===== config.mk =====
export PLATFORM = sky130hd
export DESIGN_NAME = vga_glyph_scan_ctrl
export DESIGN_NICKNAME = d
export VERILOG_FILES = /design/src/rtl/vga_timing_pkg.sv /design/src/rtl/vga_slot_counter.sv /design/src/rtl/vga_glyph_scan_ctrl.sv
export SDC_FILE = /design/constraint.sdc
export NUM_CORES = 1
export LEC_CHECK = 0
export BUFFER_PORTS_ARGS = -buffer_cell sky130_fd_sc_hd__clkbuf_2
export CAP_MARGIN = 0
export CORE_MARGIN = 8
export CORE_UTILIZATION = 50
export CTS_CLUSTER_DIAMETER = 60
export DETAILED_ROUTE_END_ITERATION = 16
export PLACE_DENSITY = 0.73
export SETUP_SLACK_MARGIN = 0.15
export SLEW_MARGIN = 5
export SYNTH_ARGS = -nofsm -noshare
export SYNTH_HDL_FRONTEND = slang
export SYNTH_SLANG_ARGS = --single-unit

===== constraint.sdc =====
create_clock -name clk -period 3.5 [get_ports clk]
set_input_delay 0.7 -clock clk [delete_from_list [all_inputs] [get_ports clk]]
set_output_delay 0.7 -clock clk [all_outputs]
set_load 0.01 [all_outputs]

===== src/rtl/vga_timing_pkg.sv =====
// Shared VGA timing definitions for the glyph text-mode scan path:
// default 640x480@60 geometry, derived totals and sync window helpers,
// and the RRRGGGBB pixel type.
package vga_timing_pkg;

   localparam int DEF_H_VISIBLE = 640;
   localparam int DEF_H_FP      = 16;
   localparam int DEF_H_SYNC    = 96;
   localparam int DEF_H_BP      = 48;
   localparam int DEF_V_VISIBLE = 480;
   localparam int DEF_V_FP      = 10;
   localparam int DEF_V_SYNC    = 2;
   localparam int DEF_V_BP      = 33;

   // Total slots in one line or lines in one frame.
   function automatic int span_total(input int visible, input int fp,
                                     input int sync, input int bp);
      return visible + fp + sync + bp;
   endfunction

   // First slot or line in which the sync pulse is asserted.
   function automatic int sync_first(input int visible, input int fp);
      return visible + fp;
   endfunction

   // Last slot or line in which the sync pulse is asserted.
   function automatic int sync_last(input int visible, input int fp, input int sync);
      return visible + fp + sync - 1;
   endfunction

   localparam int H_TOTAL = span_total(DEF_H_VISIBLE, DEF_H_FP, DEF_H_SYNC, DEF_H_BP);
   localparam int V_TOTAL = span_total(DEF_V_VISIBLE, DEF_V_FP, DEF_V_SYNC, DEF_V_BP);

   typedef struct packed {
      logic [2:0] r;
      logic [2:0] g;
      logic [1:0] b;
   } rgb332_t;

endpackage


===== src/rtl/vga_slot_counter.sv =====
// Pixel-slot timebase: a phase counter dividing the system clock into
// pixel slots, plus the horizontal and vertical position counters. Also
// reports the coordinates of the slot that follows the current one.
module vga_slot_counter
   import vga_timing_pkg::*;
#(
   parameter int CLK_DIV = 4,
   parameter int H_TOT   = H_TOTAL,
   parameter int V_TOT   = V_TOTAL
) (
   input  logic       clk,
   input  logic       rst,
   output logic       phase0,
   output logic [9:0] hcount,
   output logic [9:0] vcount,
   output logic [9:0] next_h,
   output logic [9:0] next_v
);

   localparam int             PW         = (CLK_DIV > 1) ? $clog2(CLK_DIV) : 1;
   localparam logic [PW-1:0]  PHASE_LAST = PW'(CLK_DIV - 1);
   localparam logic [9:0]     H_LAST     = 10'(H_TOT - 1);
   localparam logic [9:0]     V_LAST     = 10'(V_TOT - 1);

   logic [PW-1:0] phase;

   // Advance the phase every clock; on phase wrap step across the line, then down the frame.
   always_ff @(posedge clk) begin
      if (rst) begin
         phase  <= '0;
         hcount <= '0;
         vcount <= '0;
      end else if (phase == PHASE_LAST) begin
         phase <= '0;
         if (hcount == H_LAST) begin
            hcount <= '0;
            vcount <= (vcount == V_LAST) ? 10'd0 : vcount + 10'd1;
         end else begin
            hcount <= hcount + 10'd1;
         end
      end else begin
         phase <= phase + PW'(1);
      end
   end

   assign phase0 = (phase == '0);

   // Coordinates of the slot after the current one, wrapping at line and frame ends.
   always_comb begin
      next_h = hcount + 10'd1;
      next_v = vcount;
      if (hcount == H_LAST) begin
         next_h = '0;
         next_v = (vcount == V_LAST) ? 10'd0 : vcount + 10'd1;
      end
   end

endmodule


===== src/rtl/vga_glyph_scan_ctrl.sv =====
// Scan and timing controller for the glyph text-mode renderer. Requests the
// next visible pixel one slot ahead, captures the renderer's colour at the
// end of phase 0, and drives registered sync and pixel outputs to the DAC.
module vga_glyph_scan_ctrl
   import vga_timing_pkg::*;
#(
   parameter int CLK_DIV   = 4,
   parameter int H_VISIBLE = DEF_H_VISIBLE,
   parameter int H_FP      = DEF_H_FP,
   parameter int H_SYNC    = DEF_H_SYNC,
   parameter int H_BP      = DEF_H_BP,
   parameter int V_VISIBLE = DEF_V_VISIBLE,
   parameter int V_FP      = DEF_V_FP,
   parameter int V_SYNC    = DEF_V_SYNC,
   parameter int V_BP      = DEF_V_BP
) (
   input  logic       clk,
   input  logic       rst,
   input  logic [7:0] color,
   output logic       req,
   output logic [9:0] req_col,
   output logic [8:0] req_row,
   output logic       hsync,
   output logic       vsync,
   output logic [7:0] rgb,
   output logic       frame_start
);

   localparam int         H_TOT    = span_total(H_VISIBLE, H_FP, H_SYNC, H_BP);
   localparam int         V_TOT    = span_total(V_VISIBLE, V_FP, V_SYNC, V_BP);
   localparam logic [9:0] H_VIS    = 10'(H_VISIBLE);
   localparam logic [9:0] V_VIS    = 10'(V_VISIBLE);
   localparam logic [9:0] HS_FIRST = 10'(sync_first(H_VISIBLE, H_FP));
   localparam logic [9:0] HS_LAST  = 10'(sync_last(H_VISIBLE, H_FP, H_SYNC));
   localparam logic [9:0] VS_FIRST = 10'(sync_first(V_VISIBLE, V_FP));
   localparam logic [9:0] VS_LAST  = 10'(sync_last(V_VISIBLE, V_FP, V_SYNC));

   logic       phase0;
   logic [9:0] hcount;
   logic [9:0] vcount;
   logic [9:0] next_h;
   logic [9:0] next_v;
   logic       primed;
   logic       cur_visible;
   logic       hsync_next;
   logic       vsync_next;
   rgb332_t    pixel_next;

   vga_slot_counter #(
      .CLK_DIV (CLK_DIV),
      .H_TOT   (H_TOT),
      .V_TOT   (V_TOT)
   ) u_slot (
      .clk    (clk),
      .rst    (rst),
      .phase0 (phase0),
      .hcount (hcount),
      .vcount (vcount),
      .next_h (next_h),
      .next_v (next_v)
   );

   // Request the following slot's pixel during phase 0, only when it is visible and never under reset.
   always_comb begin
      req     = 1'b0;
      req_col = '0;
      req_row = '0;
      if (!rst && phase0 && (next_h < H_VIS) && (next_v < V_VIS)) begin
         req     = 1'b1;
         req_col = next_h;
         req_row = next_v[8:0];
      end
   end

   assign cur_visible = (hcount < H_VIS) && (vcount < V_VIS);
   assign hsync_next  = !((hcount >= HS_FIRST) && (hcount <= HS_LAST));
   assign vsync_next  = !((vcount >= VS_FIRST) && (vcount <= VS_LAST));

   // Pass the renderer colour only for visible slots that had a request issued one slot earlier.
   always_comb begin
      pixel_next = '0;
      if (cur_visible && primed) begin
         pixel_next = rgb332_t'(color);
      end
   end

   // Capture sync, pixel and frame marker at the end of phase 0 so all DAC outputs share one lag.
   always_ff @(posedge clk) begin
      if (rst) begin
         rgb         <= '0;
         hsync       <= 1'b1;
         vsync       <= 1'b1;
         frame_start <= 1'b0;
         primed      <= 1'b0;
      end else begin
         frame_start <= phase0 && (hcount == 10'd0) && (vcount == 10'd0);
         if (phase0) begin
            rgb   <= pixel_next;
            hsync <= hsync_next;
            vsync <= vsync_next;
            if (req) begin
               primed <= 1'b1;
            end
         end
      end
   end

endmodule

# Word level (Yosys, flattened, before mapping)
# Cells that the tools add are included.
[totals]
reg_bits = 34
input_bits = 10
output_inout_bits = 31
word_cells = 46
[op_classes]
addsub = 3
order_cmp = 8
n_eq_ne = 3
n_mux = 7
n_reduce_logical = 17
[ops]
columns = ["cell", "n"]
rows = [
  ["$mux W10", 4],
  ["$add A10 B1 Y10 const B", 2],
  ["$eq A10 B10 Y1 const B", 2],
  ["$logic_not A10 Y1", 2],
  ["$lt A10 B10 Y1 const B", 2],
  ["$lt A10 B9 Y1 const B", 2],
  ["$ge A10 B10 Y1 const B", 1],
  ["$ge A10 B9 Y1 const B", 1],
  ["$le A10 B10 Y1 const B", 1],
  ["$le A10 B9 Y1 const B", 1],
  ["$logic_and A1 B1 Y1", 9],
  ["$mux W9", 1],
  ["$mux W8", 1],
  ["$logic_not A1 Y1", 3],
  ["$add A2 B1 Y2 const B", 1],
  ["$eq A2 B2 Y1 const B", 1],
  ["$logic_not A2 Y1", 1],
  ["$reduce_and A2 Y1", 1],
  ["$reduce_or A2 Y1", 1],
  ["$mux W1", 1],
]

# Depth between registers and ports, before layout
[logic_depth]
ltp_word = 7
mapped_depth = 9
depth_no_buf = 8

# Modules after synthesis
# A second synthesis with hierarchy kept.
[unflattened]
cells_unflattened = 275
hier_area_um2 = 2164.6
[modules_own_cells]
columns = ["module", "n_inst", "cells_each", "area_each_um2", "seq_area_each_um2"]
rows = [
  ["vga_slot_counter", 1, 188, 1460.2, 440.4],
  ["vga_glyph_scan_ctrl", 1, 87, 704.4, 240.2],
]

# Worst setup path before layout
# No wires, ideal clock.
[synth_path]
path_type = "register to output"
from = "register u_slot.hcount[0]"
to = "output port req_col[1]"
arrival_ps = 2217
t_required_ps = 2800
setup_slack_ps = 583
path_stages_with_launch = 10
path_buffers = 2
path_cell_list = "dfxtp_1 ha_1 and3_1 clkbuf_1 a2111o_1 o211ai_1 nand3b_1 or3_4 buf_2 nor2_1"
[synth_via]
elab_chain_len = 6
elab_cells_between_ends = 9
cone_classes = "1 x add/sub; 2 x order compare; 1 x eq/ne; 3 x mux; 2 x reduce/logical"
[synth_lines]
columns = ["item", "line_no", "source"]
rows = [
  ["start: declaration", "vga_slot_counter.sv:14", "output logic [9:0] hcount,"],
  ["start signal: assignment", "vga_slot_counter.sv:39", "hcount <= hcount + 10'd1;"],
  ["$add A10 B1 Y10 / $eq A10 B10 Y1 (equally long branches)", "vga_slot_counter.sv:50, vga_slot_counter.sv:52", ""],
  ["$mux W10", "vga_slot_counter.sv:52", "if (hcount == H_LAST) begin"],
  ["$lt A10 B10 Y1", "vga_glyph_scan_ctrl.sv:68", "if (!rst && phase0 && (next_h < H_VIS) && (next_v < V_VIS)) begin"],
  ["$logic_and A1 B1 Y1 (2 in series)", "vga_glyph_scan_ctrl.sv:68", ""],
  ["$mux W10 *", "vga_glyph_scan_ctrl.sv:68", ""],
  ["end: declaration", "vga_glyph_scan_ctrl.sv:21", "output logic [9:0] req_col,"],
]
# Mark *: on every way between the ends. The rest lies on a longest branch, timed or not.

# Final worst setup path
[layout_path]
from = "register u_slot.hcount[0]"
to = "output port req_col[8]"
# Same word-level chain as after synthesis.

==> results.yml <==
status:
  outcome: "completed"
timing:
  setup_tns_ns: 0
  tightest_slew_ns: 0.556
  period_share_pct: 93.3
  setup_violations: 0
  max_freq_ghz: 0.306
  rsz0062_at_grt: "no"
  final_hold_viol_count: 0
  finClkSkew_ns: 0.00394
  slew_viol_final: 0
  period_minus_slack_ns: 3.26
  slew_headroom_pct: 62.8
  setup_slack_ns: 0.236
clocking:
  cts_hold_buf: 0
  cts_tree: "yes"
  cts.clk_slew.worst_paths_ns: 0.08
  clk_latency_ns: 0.29
  cts_buffers: 5
  ctsRootBufferMaster: "clkbuf_8"
  clk_path_buf_depth: 2
  clock_tree.htree_level_count: 2
  cts_sinks: 34
synthesis:
  synth-edff-count: 0
  yosys_most_used_dff: "dfxtp_1"
  synth.avg_cell_area_um2: 7.49
  synth_top_area_share_pct: 31.9
  synth_seq_cells: 34
  yosysTopAreaCell: "dfxtp_1"
  synth-seq-area-share_pct: 31.9
  yosysMostFrequentCell: "nor2_1"
  synth_area_um2: 2130
  postSynthCellCount: 285
  yosysWarningCount: 0
  synth_area_leaders: "dfxtp_1, nor2_1, a21oi_1"
  syn_nets: 301
  synthArstFlopShare_pct: 0
  synth.distinct_cells: 49
  synth_top_cells_by_count: "nor2_1, dfxtp_1, a21oi_1, nand2_1, clkbuf_1"
layout:
  fin_nets: 335
  area_growth_syn_to_layout_pct: 22.3
  drive_gt1_share_pct: 28.7
  n_antenna_cell: 0
critical_path:
  worstPathArrival_ns: 2.56
  crit_path_end: "req_col[8]"
  required_ns: 2.80
  crit_path_end_kind: "output pin"
  worstRegToRegCells: 7
  r2r_end: "primed$_SDFFE_PP0P_"
  cp-start-kind: "flip-flop"
  worstPathMaxFanout: 10
  startpoint: "u_slot.hcount[0]$_SDFFE_PP0P_"
  worstSetupPathType: "reg2out"
  worstReg2RegStart: "u_slot.hcount[4]$_SDFFE_PP0P_"
  regToRegSetupSlack_ns: 1.32
routing:
  postRouteAntennaNets: 0
  drt_iter0_markers: 161
  drt-wirelength-per-cell_um: 15.8
  vias_per_cell: 5.79
  routed-via-count: 2141
  drc: 0
  routed_wl_um: 5840
  first_pass_iters: 4
die:
  num_rows: 23
  die_h_um: 81.3
  dieArea_um2: 6610
  ioPinCount: 41
  die_w_um: 81.3
  initial_core_util_pct: 52.6
  core_um2: 4060
power:
  p_per_area_nw_per_um2: 374
  irDropWorstVdd_v: 0.000241
  p_leak_nw: 0.966
placement:
  dp_hpwl_um: 3830
  dp_slack_ns: 0.248
  place.gp.congestion: 0.880
  io_buffers: 40
worst_hold_path:
  min_path_type: "reg2reg"
global_routing:
  grtUsageMet2_pct: 26.5
  grt_overflow: 0
  grt_max_degree: 35
  grt-busiest-layer: "met2"
  grt_pass1_vias: 1934
  grt_pass1_wl_um: 9250
  met3_usage_pct: 5.08
  grt_usage_pct: 17.5
  use_met1_pct: 22.5
  antenna_found_initial: 0
job:
  cap_viol_max_count: 0
==> worst max-delay path: stages (launching register included) <==
cell and delay (ns):
dfxtp_4 0.37, ha_4 0.18, and3_4 0.21, a2111o_1 0.41, o211ai_1 0.11, nand3b_1 0.18
or3_4 0.51, nor2_1 0.15, clkbuf_2 0.15
==> sequential cells by signal (all words and copies together), names as in the netlist <==
| signal | flops |
|---|---|
| u_slot.hcount | 10 |
| primed | 1 |
| frame_start | 1 |
| rgb | 8 |
| u_slot.phase | 2 |
| u_slot.vcount | 10 |
| vsync | 1 |
| hsync | 1 |
==> repair_timing <==
| action | 4_1_cts | 5_1_grt |
|---|---|---|
| resized for setup | 7 | 23 |
| buffers inserted | 3 | 2 |
| endpoints found under the setup margin | 20 | 20 |
| gates cloned | 2 | 0 |
| pin swaps | 4 | 3 |
==> cell type report <==
class	instances	area, um2
multi-input combinational	216	1380
clock buffer	5	68.8
clock inverter	3	68.8
inverter	11	41.3
tap	50	62.6
fill	349	1450
timing repair buffer	51	283
sequential	34	704
==> kinds of logic after synthesis <==
kind of cell / after synthesis / synth area share [%]
buf+inv: 37 / 7.33
compound gates: 51 / 14.3
mux: 1 / 0.528
flops: 34 / 31.9
simple gates: 139 / 35.5
xor+xnor: 17 / 6.98
fa+ha+maj: 6 / 3.52
==> report_power, final <==
part | leakage (nW) | internal [mW] | switching [mW]
logic | 0.615 | 0.0489 | 0.0737
clock network | 0.0683 | 0.285 | 0.157
registers | 0.283 | 0.401 | 0.0108
total | 0.966 | 0.735 | 0.242
==> cell usage in the layout (no fill, tap or decap), drive strengths merged, types with 2 or more instances in the layout <==
cell,instances
a211oi,3
bufinv,2
and4,3
or2,2
and3,3
xor2,11
xnor2,6
ha,6
clkbuf,44
nand2,22
nor4,6
inv,11
buf,12
nor2,39
nor3b,2
nor4b,2
nor3,9
and2,2
nor2b,10
nand2b,3
dfxtp,34
o21ai,12
a21oi,25
or3,11
nand3,15
nand4,9
==> metrics by stage <==
stage	hold WS (ns)	power [mW]	cell area, um2	std cells	utilization (%)
after floorplan	0.427	0.498	2130	285	-
after global placement	0.442	0.532	2330	355	57.3
after detailed placement	0.446	0.536	2330	355	57.3
after CTS	0.461	0.981	2520	368	62.2
after global routing	0.501	1.02	2610	370	64.3
final	0.462	0.977	2610	370	64.3
==> worst min-delay path by stage <==
stage | start | endpoint | cells after the start
after floorplan | u_slot.phase[0]$_SDFF_PP0_ | u_slot.phase[0]$_SDFF_PP0_ | 1
after global placement | u_slot.phase[0]$_SDFF_PP0_ | u_slot.phase[0]$_SDFF_PP0_ | 1
after detailed placement | u_slot.phase[0]$_SDFF_PP0_ | u_slot.phase[0]$_SDFF_PP0_ | 1
after CTS | u_slot.phase[0]$_SDFF_PP0_ | u_slot.phase[0]$_SDFF_PP0_ | 1
after global routing | u_slot.phase[0]$_SDFF_PP0_ | u_slot.phase[0]$_SDFF_PP0_ | 1
final | u_slot.phase[0]$_SDFF_PP0_ | u_slot.phase[0]$_SDFF_PP0_ | 1
==> routing by layer <==
layer | up-vias | wire length [um]
li1 | 1058 | -
met1 | 987 | 2570
met2 | 86 | 2670
met3 | 10 | 510
met4 | 0 | 89
met5 | - | 0
Note: power is estimated with default switching activity, not from simulation.
